<file path="src/rtl/string_pkg.sv">
// Shared definitions for the string scheduler: FSM state encoding,
// default frame length / stall limit, and the checker byte width.
package string_pkg;

    localparam int BYTE_W      = 8;
    localparam int MAX_LEN_DEF = 16;
    localparam int TIMEOUT_DEF = 64;

    typedef logic [2:0] state_t;

    localparam logic [2:0] ST_IDLE   = 3'd0;
    localparam logic [2:0] ST_CLEAR  = 3'd1;
    localparam logic [2:0] ST_STREAM = 3'd2;
    localparam logic [2:0] ST_DRAIN  = 3'd3;
    localparam logic [2:0] ST_WAIT   = 3'd4;
    localparam logic [2:0] ST_REPORT = 3'd5;

endpackage

</file>
<file path="src/rtl/rr_arb2.sv">
// Two-request round-robin arbiter. Remembers the last served requester
// and, on contention, picks the other one. After reset requester 0 wins.
module rr_arb2 (
    input  logic       clk,
    input  logic       clr,
    input  logic [1:0] req,
    input  logic       upd,
    input  logic       upd_id,
    output logic       gnt_id
);

    logic last_q;

    // Pick the requester; on contention favour the one not served last.
    always_comb begin
        // NOTE: default first so every path assigns gnt_id and no latch is inferred.
        gnt_id = 1'b0;
        if (req[0] && req[1]) begin
            gnt_id = ~last_q;
        end else if (req[1]) begin
            gnt_id = 1'b1;
        end
    end

    // Record who was served once their result is reported.
    always_ff @(posedge clk) begin
        if (clr) begin
            // NOTE: non-blocking assignment for all clocked state to avoid ordering races.
            last_q <= 1'b1;
        end else if (upd) begin
            last_q <= upd_id;
        end
    end

endmodule

</file>
<file path="src/rtl/string_sched.sv">
// Two-requester scheduler for a shared string checker. One frame at a time
// is granted, streamed into the checker (truncated at MAX_LEN, remainder
// drained), and its match result reported with a one-cycle strobe.
// Optional stall timeout: define STRING_SCHED_TIMEOUT_EN.
module string_sched
    import string_pkg::*;
#(
    parameter int MAX_LEN = MAX_LEN_DEF,
    parameter int TIMEOUT = TIMEOUT_DEF
) (
    input  logic              clk,
    input  logic              clr,
    input  logic              req0_valid,
    input  logic [BYTE_W-1:0] req0_data,
    input  logic              req0_last,
    output logic              req0_ready,
    input  logic              req1_valid,
    input  logic [BYTE_W-1:0] req1_data,
    input  logic              req1_last,
    output logic              req1_ready,
    output logic              chk_clr,
    output logic [BYTE_W-1:0] chk_in,
    output logic              chk_en,
    input  logic              chk_out,
    output logic              res_valid,
    output logic              res_id,
    output logic              res_match,
    output logic              res_ovf
);

    if (MAX_LEN < 2 || MAX_LEN > 255 || TIMEOUT < 1) begin : g_param_check
        $error("string_sched: MAX_LEN must be 2..255 and TIMEOUT >= 1");
    end

    state_t            state_q, state_d;
    logic              grant_q;
    logic [7:0]        cnt_q;
    logic              ovf_q, match_q, to_q;
    logic              arb_id;
    logic              g_valid, g_last;
    logic [BYTE_W-1:0] g_data;
    logic              busy, accept, at_max, stall_hit;

    rr_arb2 u_arb (
        .clk    (clk),
        .clr    (clr),
        .req    ({req1_valid, req0_valid}),
        .upd    (state_q == ST_REPORT),
        .upd_id (grant_q),
        .gnt_id (arb_id)
    );

    // Select the granted requester's byte stream.
    always_comb begin
        g_valid = grant_q ? req1_valid : req0_valid;
        g_data  = grant_q ? req1_data  : req0_data;
        g_last  = grant_q ? req1_last  : req0_last;
    end

    assign busy   = (state_q == ST_STREAM) || (state_q == ST_DRAIN);
    assign accept = busy && g_valid;
    assign at_max = (cnt_q == 8'(MAX_LEN - 1));

`ifdef STRING_SCHED_TIMEOUT_EN
    localparam int TO_W = $clog2(TIMEOUT + 1);
    logic [TO_W-1:0] stall_q;

    assign stall_hit = busy && !g_valid && (stall_q == TO_W'(TIMEOUT - 1));

    // Count consecutive cycles the granted requester leaves the bus idle.
    always_ff @(posedge clk) begin
        if (clr || !busy || g_valid) begin
            stall_q <= '0;
        end else if (!stall_hit) begin
            stall_q <= stall_q + 1'b1;
        end
    end
`else
    assign stall_hit = 1'b0;
`endif

    // Next-state logic for the frame sequencer.
    always_comb begin
        state_d = state_q;
        case (state_q)
            ST_IDLE:   if (req0_valid || req1_valid) state_d = ST_CLEAR;
            ST_CLEAR:  state_d = ST_STREAM;
            ST_STREAM: begin
                if (accept) begin
                    if (g_last)      state_d = ST_WAIT;
                    else if (at_max) state_d = ST_DRAIN;
                end else if (stall_hit) begin
                    state_d = ST_WAIT;
                end
            end
            ST_DRAIN:  if ((accept && g_last) || stall_hit) state_d = ST_WAIT;
            ST_WAIT:   state_d = ST_REPORT;
            ST_REPORT: state_d = ST_IDLE;
            default:   state_d = ST_IDLE;
        endcase
    end

    // Sequencer state, grant, byte counter and result registers.
    always_ff @(posedge clk) begin
        if (clr) begin
            state_q <= ST_IDLE;
            grant_q <= 1'b0;
            cnt_q   <= '0;
            ovf_q   <= 1'b0;
            match_q <= 1'b0;
            to_q    <= 1'b0;
        end else begin
            state_q <= state_d;
            case (state_q)
                ST_IDLE: begin
                    if (req0_valid || req1_valid) grant_q <= arb_id;
                end
                ST_CLEAR: begin
                    cnt_q <= '0;
                    ovf_q <= 1'b0;
                    to_q  <= 1'b0;
                end
                ST_STREAM: begin
                    if (accept) begin
                        cnt_q <= cnt_q + 8'd1;
                        ovf_q <= !g_last && at_max;
                    end else if (stall_hit) begin
                        ovf_q <= 1'b1;
                        to_q  <= 1'b1;
                    end
                end
                ST_DRAIN: begin
                    if (!accept && stall_hit) begin
                        to_q <= 1'b1;
                    end
                end
                ST_WAIT: begin
                    match_q <= chk_out && !to_q;
                end
                default: ;
            endcase
        end
    end

    assign req0_ready = busy && !grant_q;
    assign req1_ready = busy &&  grant_q;
    assign chk_clr    = (state_q == ST_CLEAR);
    assign chk_en     = accept && (state_q == ST_STREAM);
    assign chk_in     = chk_en ? g_data : '0;
    assign res_valid  = (state_q == ST_REPORT);
    assign res_id     = res_valid && grant_q;
    assign res_match  = res_valid && match_q;
    assign res_ovf    = res_valid && ovf_q;

endmodule
</file>
<file path="config.mk">
export PLATFORM = sky130hd
export DESIGN_NAME = string_sched
export DESIGN_NICKNAME = d
export VERILOG_FILES = /design/src/rtl/string_pkg.sv /design/src/rtl/rr_arb2.sv /design/src/rtl/string_sched.sv
export SDC_FILE = /design/constraint.sdc
export NUM_CORES = 1
export LEC_CHECK = 0
export CAP_MARGIN = 20
export CORE_MARGIN = 2
export CORE_UTILIZATION = 30
export CTS_CLUSTER_SIZE = 30
export DETAILED_ROUTE_END_ITERATION = 6
export PLACE_DENSITY = 0.64
export SYNTH_ARGS = -nofsm -noshare
export SYNTH_HDL_FRONTEND = slang
export SYNTH_SLANG_ARGS = --single-unit
export TNS_END_PERCENT = 30
</file>
<file path="constraint.sdc">
create_clock -name clk -period 1.6 [get_ports clk]
set_input_delay 0.32 -clock clk [delete_from_list [all_inputs] [get_ports clk]]
set_output_delay 0.32 -clock clk [all_outputs]
set_load 0.005 [all_outputs]
</file>
Yosys cells after proc, flatten, opt, wreduce, memory -nomap -nowiden
Index checks and enable logic that the tools add are counted.
- flip-flop bits (word level): 15
- bits of input ports: 23
- output and inout port bits: 16
- logic and storage cells: 53
- add/sub/neg operators: 1
- equality and inequality tests: 10
- multiplexer cells: 16
- bitwise logic cells: 1
- reduce and logical (&&, ||, !) cells: 19
- operators by type and width (kind ; number):
    $mux W8 ; 3
    $pmux W8 S2 ; 1
    $mux W3 ; 5
    $pmux W3 S5 ; 1
    $logic_and A1 B1 Y1 ; 10
    $add A8 B1 Y8 const B ; 1
    $eq A8 B4 Y1 const B ; 1
    $eq A3 B2 Y1 const B ; 2
    $eq A3 B3 Y1 const B ; 2
    $mux W1 ; 5
    $ne A2 B2 Y1 const B ; 2
    $reduce_and A2 Y1 ; 2
    $reduce_and A4 Y1 ; 1
    $eq A3 B1 Y1 const B ; 1
    $logic_not A3 Y1 ; 1
    $ne A3 B3 Y1 const B ; 1
    $logic_not A1 Y1 ; 2
    $logic_or A1 B1 Y1 ; 2
    $ne A2 B1 Y1 const B ; 1
    $pmux W1 S2 ; 1
    $reduce_bool A2 Y1 ; 1
    $not A1 Y1 ; 1

Logic depth before layout (Yosys ltp)
- depth in word-level cells: 6
- depth in mapped cells: 5
- depth with buffers taken out: 4

Cells and area by module
Synthesis repeated with hierarchy kept, for this count alone.
- cell total of the unflattened synthesis: 122
- area, all modules: 970.9 µm²
- modules (own cells, without submodules) (module ; instances ; cells each ; area an instance (µm²) ; seq. area each (µm²)):
    string_sched ; 1 ; 118 ; 928.4 ; 280.3
    rr_arb2 ; 1 ; 4 ; 42.5 ; 20.0

Least setup slack after synthesis
Ideal clock, no wire load.
- path type: reg2reg
- start point: register state_q[1]
- end point: register cnt_q[7]
- library setup time: 0.070 ns
- data arrival time: 1.556 ns
- data required time: 1.530 ns
- path slack: -0.026 ns
- cell stages (with the launch flop): 6
- path buffers: 1
- clock period less this slack: 1.626 ns
- path through: dfxtp_1 buf_4 nor3b_4 a21oi_2 or4_1 a21oi_1
- longest elaborated chain between the ends: 5
- elaborated cells between the ends (all ways): 9
- classes of those cells: eq/ne: 4; mux: 1; reduce/logical: 4
- RTL lines (item ; RTL line ; source):
    start, declared ; string_sched.sv:35 ; state_t state_q, state_d;
    start signal, assigned ; string_sched.sv:113 ; state_q <= state_d;
    $eq A3 B2 Y1 (on tied branches) ; string_sched.sv:60, string_sched.sv:114 ;
    $logic_or A1 B1 Y1 ; string_sched.sv:60 ; assign busy = (state_q == ST_STREAM) || (state_q == ST_DRAIN);
    $logic_and A1 B1 Y1 ; string_sched.sv:61 ; assign accept = busy && g_valid;
    $ne A2 B2 Y1 (no source line) ; -- ;
    $reduce_and A2 Y1 (no source line) ; -- ;
    end signal, assigned ; string_sched.sv:125 ; cnt_q <= cnt_q + 8'd1;
    end, declared ; string_sched.sv:37 ; logic [7:0] cnt_q;
Several ways; a longest one is shown, not always the timed one.
A chain may end at the register's enable or synchronous reset.

Final worst setup path
- start point: register grant_q
- end point: output port chk_in[0]
- longest elaborated chain between the ends: 4
- elaborated cells between the ends (all ways): 5
- classes of those cells: mux: 3; reduce/logical: 2
- RTL lines (item ; RTL line ; source):
    start, declared ; string_sched.sv:36 ; logic grant_q;
    start signal, assigned ; string_sched.sv:116 ; if (req0_valid || req1_valid) grant_q <= arb_id;
    $mux W1 ; string_sched.sv:55 ; g_valid = grant_q ? req1_valid : req0_valid;
    $logic_and A1 B1 Y1 ; string_sched.sv:61 ;
    $logic_and A1 B1 Y1 ; string_sched.sv:148 ; assign chk_en = accept && (state_q == ST_STREAM);
    $mux W8 (*) ; string_sched.sv:149 ; assign chk_in = chk_en ? g_data : '0;
    end, declared ; string_sched.sv:22 ; output logic [BYTE_W-1:0] chk_in,
Every way passes the cells marked *; elsewhere a longest branch is shown, timed or not.

==> report_table.html <==
<table>
<tr><th>Metric</th><th>Value</th></tr>
<tr><th colspan="2">Setup path</th></tr>
<tr><td>Sort of element at the end of the critical path</td><td>output port</td></tr>
<tr><td>CP Data Required Time</td><td>1280 ps</td></tr>
<tr><td>Worst Path Arrival</td><td>1350 ps</td></tr>
<tr><td>CP Launch Type</td><td>flip-flop</td></tr>
<tr><td>Biggest fanout along the worst timing path</td><td>5</td></tr>
<tr><td>Worst setup path category</td><td>flip-flop to output port</td></tr>
<tr><th colspan="2">Synthesis</th></tr>
<tr><td>Synth cell types</td><td>41</td></tr>
<tr><td>Async S/R FF share, synth</td><td>0%</td></tr>
<tr><td>Number of enable-type register cells in the synthesized netlist</td><td>0</td></tr>
<tr><td>Total of warnings raised by yosys</td><td>0</td></tr>
<tr><td>Commonest register cell after synthesis</td><td>dfxtp_1</td></tr>
<tr><td>Post-Syn Nets</td><td>152</td></tr>
<tr><td>Post-synthesis sequential area ratio</td><td>30.7%</td></tr>
<tr><td>Synthesized instance count</td><td>128</td></tr>
<tr><td>Count of state elements after synthesis</td><td>15</td></tr>
<tr><td>Area of the mapped netlist</td><td>977 µm²</td></tr>
<tr><td>Post-synthesis area per instance</td><td>7.63 µm²</td></tr>
<tr><th colspan="2">Timing</th></tr>
<tr><td>Final setup vio count</td><td>8</td></tr>
<tr><td>Max-slew headroom at the worst pin</td><td>78.4%</td></tr>
<tr><td>Number of hold-slack violations in the final timing report</td><td>0</td></tr>
<tr><td>Crit share post-route</td><td>104%</td></tr>
<tr><td>Fmax achieved</td><td>0.599 GHz</td></tr>
<tr><td>Shortest period the worst path allows</td><td>1670 ps</td></tr>
<tr><td>Setup tns final</td><td>-379 ps</td></tr>
<tr><td>Final-layout worst hold slack</td><td>463 ps</td></tr>
<tr><td>Setup Skew</td><td>5.78 ps</td></tr>
<tr><td>Worst path setup slack after routing</td><td>-70.1 ps</td></tr>
<tr><td>Setup repair after global routing missed its margin</td><td>true</td></tr>
<tr><td>Slew at the pin closest to its max-slew limit</td><td>322 ps</td></tr>
<tr><td>Pins over their slew limit</td><td>0</td></tr>
<tr><th colspan="2">Clocking</th></tr>
<tr><td>Hold buffer count at cts</td><td>0</td></tr>
<tr><td>H-tree lvl count</td><td>1</td></tr>
<tr><td>Clock tree from TritonCTS</td><td>yes</td></tr>
<tr><td>Total number of clock tree sinks</td><td>15</td></tr>
<tr><td>Bufs on Longest Clock Path</td><td>2</td></tr>
<tr><td>Source-to-sink clock delay at the later pin of the worst-skew pair</td><td>290 ps</td></tr>
<tr><td>Clock buffers created by TritonCTS</td><td>3</td></tr>
<tr><td>Clock-pin transition on the worst setup and hold timing paths</td><td>90 ps</td></tr>
<tr><td>Clk Tree Root Cell</td><td>clkbuf_4</td></tr>
<tr><th colspan="2">Final layout</th></tr>
<tr><td>Post-layout nets</td><td>219</td></tr>
<tr><td>Layout cell share with drive strength beyond 1</td><td>39.7%</td></tr>
<tr><td>Number of antenna diodes</td><td>0</td></tr>
<tr><td>P&amp;R area growth vs syn</td><td>77.5%</td></tr>
<tr><td>Top library cells by usage in the layout, fill and taps aside</td><td>20 x clkdlybuf4s50_1, 20 x buf_4, 14 x nor2_1</td></tr>
<tr><th colspan="2">Pwr</th></tr>
<tr><td>Peak supply drop</td><td>0.425 mV</td></tr>
<tr><td>Static Leakage</td><td>0.000735 µW</td></tr>
<tr><td>Total power density per cell area</td><td>779 nW/µm²</td></tr>
<tr><td>Overall power of the completed layout</td><td>1350 µW</td></tr>
<tr><th colspan="2">Status</th></tr>
<tr><td>Violated checks</td><td>negative setup slack</td></tr>
<tr><td>Run status</td><td>complete, but fails checks</td></tr>
<tr><th colspan="2">Placement</th></tr>
<tr><td>Post-place setup slack</td><td>-561 ps</td></tr>
<tr><td>Final Wtd Congestion</td><td>0.873</td></tr>
<tr><td>Total half-perimeter wirelength after legalization and detailed placement</td><td>2.19 mm</td></tr>
<tr><td>IO buf count</td><td>38</td></tr>
<tr><th colspan="2">GRT</th></tr>
<tr><td>Pin count of the biggest net entering global routing</td><td>10</td></tr>
<tr><td>Global-route total usage across every layer</td><td>16.3%</td></tr>
<tr><td>Final global-route overflow total</td><td>0</td></tr>
<tr><td>First-pass GRT wire length</td><td>4.64 mm</td></tr>
<tr><td>Initial antenna violation count</td><td>0</td></tr>
<tr><td>Vias in the first global route</td><td>1106</td></tr>
<tr><th colspan="2">Floorplanning</th></tr>
<tr><td>Ports</td><td>39</td></tr>
<tr><td>Die Wd</td><td>61.1 µm</td></tr>
<tr><td>Cell Rows</td><td>20</td></tr>
<tr><td>Core ar.</td><td>3080 µm²</td></tr>
<tr><td>Area of the die</td><td>3730 µm²</td></tr>
<tr><td>Starting density of the core</td><td>31.7%</td></tr>
<tr><td>Die outline height</td><td>61.1 µm</td></tr>
<tr><th colspan="2">Route</th></tr>
<tr><td>Via Count</td><td>1182</td></tr>
<tr><td>Number of DRC markers in iteration 0</td><td>44</td></tr>
<tr><td>Detailed-route DRC error count</td><td>0</td></tr>
<tr><td>Antenna-violating nets left</td><td>0</td></tr>
<tr><td>Final routed wire length divided by cell count</td><td>12.1 µm</td></tr>
<tr><td>Total Wirelength</td><td>2.89 mm</td></tr>
<tr><td>Number of optimization iterations in the first detailed-route pass</td><td>4</td></tr>
<tr><td>Avg Vias per Cell</td><td>4.97</td></tr>
<tr><th colspan="2">Job</th></tr>
<tr><td>Max-cap violations</td><td>0</td></tr>
<tr><th colspan="2">Hold path</th></tr>
<tr><td>Hold/Removal Path Class</td><td>flip-flop to flip-flop</td></tr>
</table>
path summary, 6_finish.rpt:
check                  start        end  slack (ps)  cells past startpoint
setup / recovery     grant_q  chk_in[0]         -70                      5
setup reg to reg  state_q[2]   cnt_q[3]         -20                      7
hold reg to reg      match_q    match_q         460                      2
hold / removal       match_q    match_q         460                      2
sequential cells by signal, indices dropped and copies added (netlist names):
name / flops
cnt_q: 8
state_q: 3
grant_q: 1
match_q: 1
ovf_q: 1
u_arb.last_q: 1
per-stage QoR:
stage	utilization [%]	instance area (µm²)	instances
2_1_floorplan	-	981	128
3_3_place_gp	49.3	1520	221
3_5_place_dp	49.3	1520	221
4_1_cts	54.9	1690	236
5_1_grt	56.3	1730	238
6_report	56.3	1730	238
layout make-up:
cell class	count	area [µm²]
Fill cell	298	1340
Multi-Input combinational cell	102	724
Timing Repair Buffer	69	602
Sequential cell	15	310
Tap cell	44	55.1
Clock buffer	3	22.5
Inverter	4	15.0
Clock inverter	1	5.00
report_power, final:
group,internal [µW],switching (µW),leakage [µW]
clock network,93.1,130,0.0000177
logic,391,313,0.000593
registers,401,23.7,0.000124
cell usage after synthesis, types with 2 or more instances:
library cell	count	area, µm²
nand3_1	4	20.0
o21bai_1	2	15.0
dfxtp_1	15	300
clkbuf_1	4	15.0
o21ai_0	3	15.0
nor4_1	2	12.5
nor2b_1	2	12.5
a21oi_1	10	50.1
and3_1	3	18.8
nor3_1	6	30.0
mux2i_1	10	100
nand2_1	14	52.6
xor2_1	3	26.3
nor2_1	18	67.6
inv_1	4	15.0
nand4_1	3	18.8
what timing repair did:
item | 4_1_cts | 5_1_grt
endpoints found under the setup margin | 19 | 17
gates resized for setup | 75 | 25
setup buffers | 10 | 2
pin swaps | 11 | 7
cloned | 1 | 0
worst max-delay path: stages (launching register included):
cell and delay [ps]:
dfxtp_2 360, mux2_4 330, nand2_4 100, buf_6 120, nor2_1 40, buf_2 120
logic make-up after synthesis:
family,Yosys count,synth area share (%)
simple gates,60,30.7
compound gates,27,18.4
flops,15,30.7
buf+inv,11,4.74
mux,11,11.4
xor+xnor,3,2.69
fa+ha+maj,1,1.28
metal layers:
| layer | global-route usage [%] | up-vias | share of wire [%] |
|---|---|---|---|
| met5 | 0 | - | 0 |
| met4 | 1.86 | 0 | 0.42 |
| met3 | 5.46 | 2 | 6.1 |
| met2 | 29.9 | 45 | 52 |
| met1 | 18.9 | 542 | 41 |
| li1 | - | 593 | - |
No activity file was read; power rests on OpenSTA's default activity.
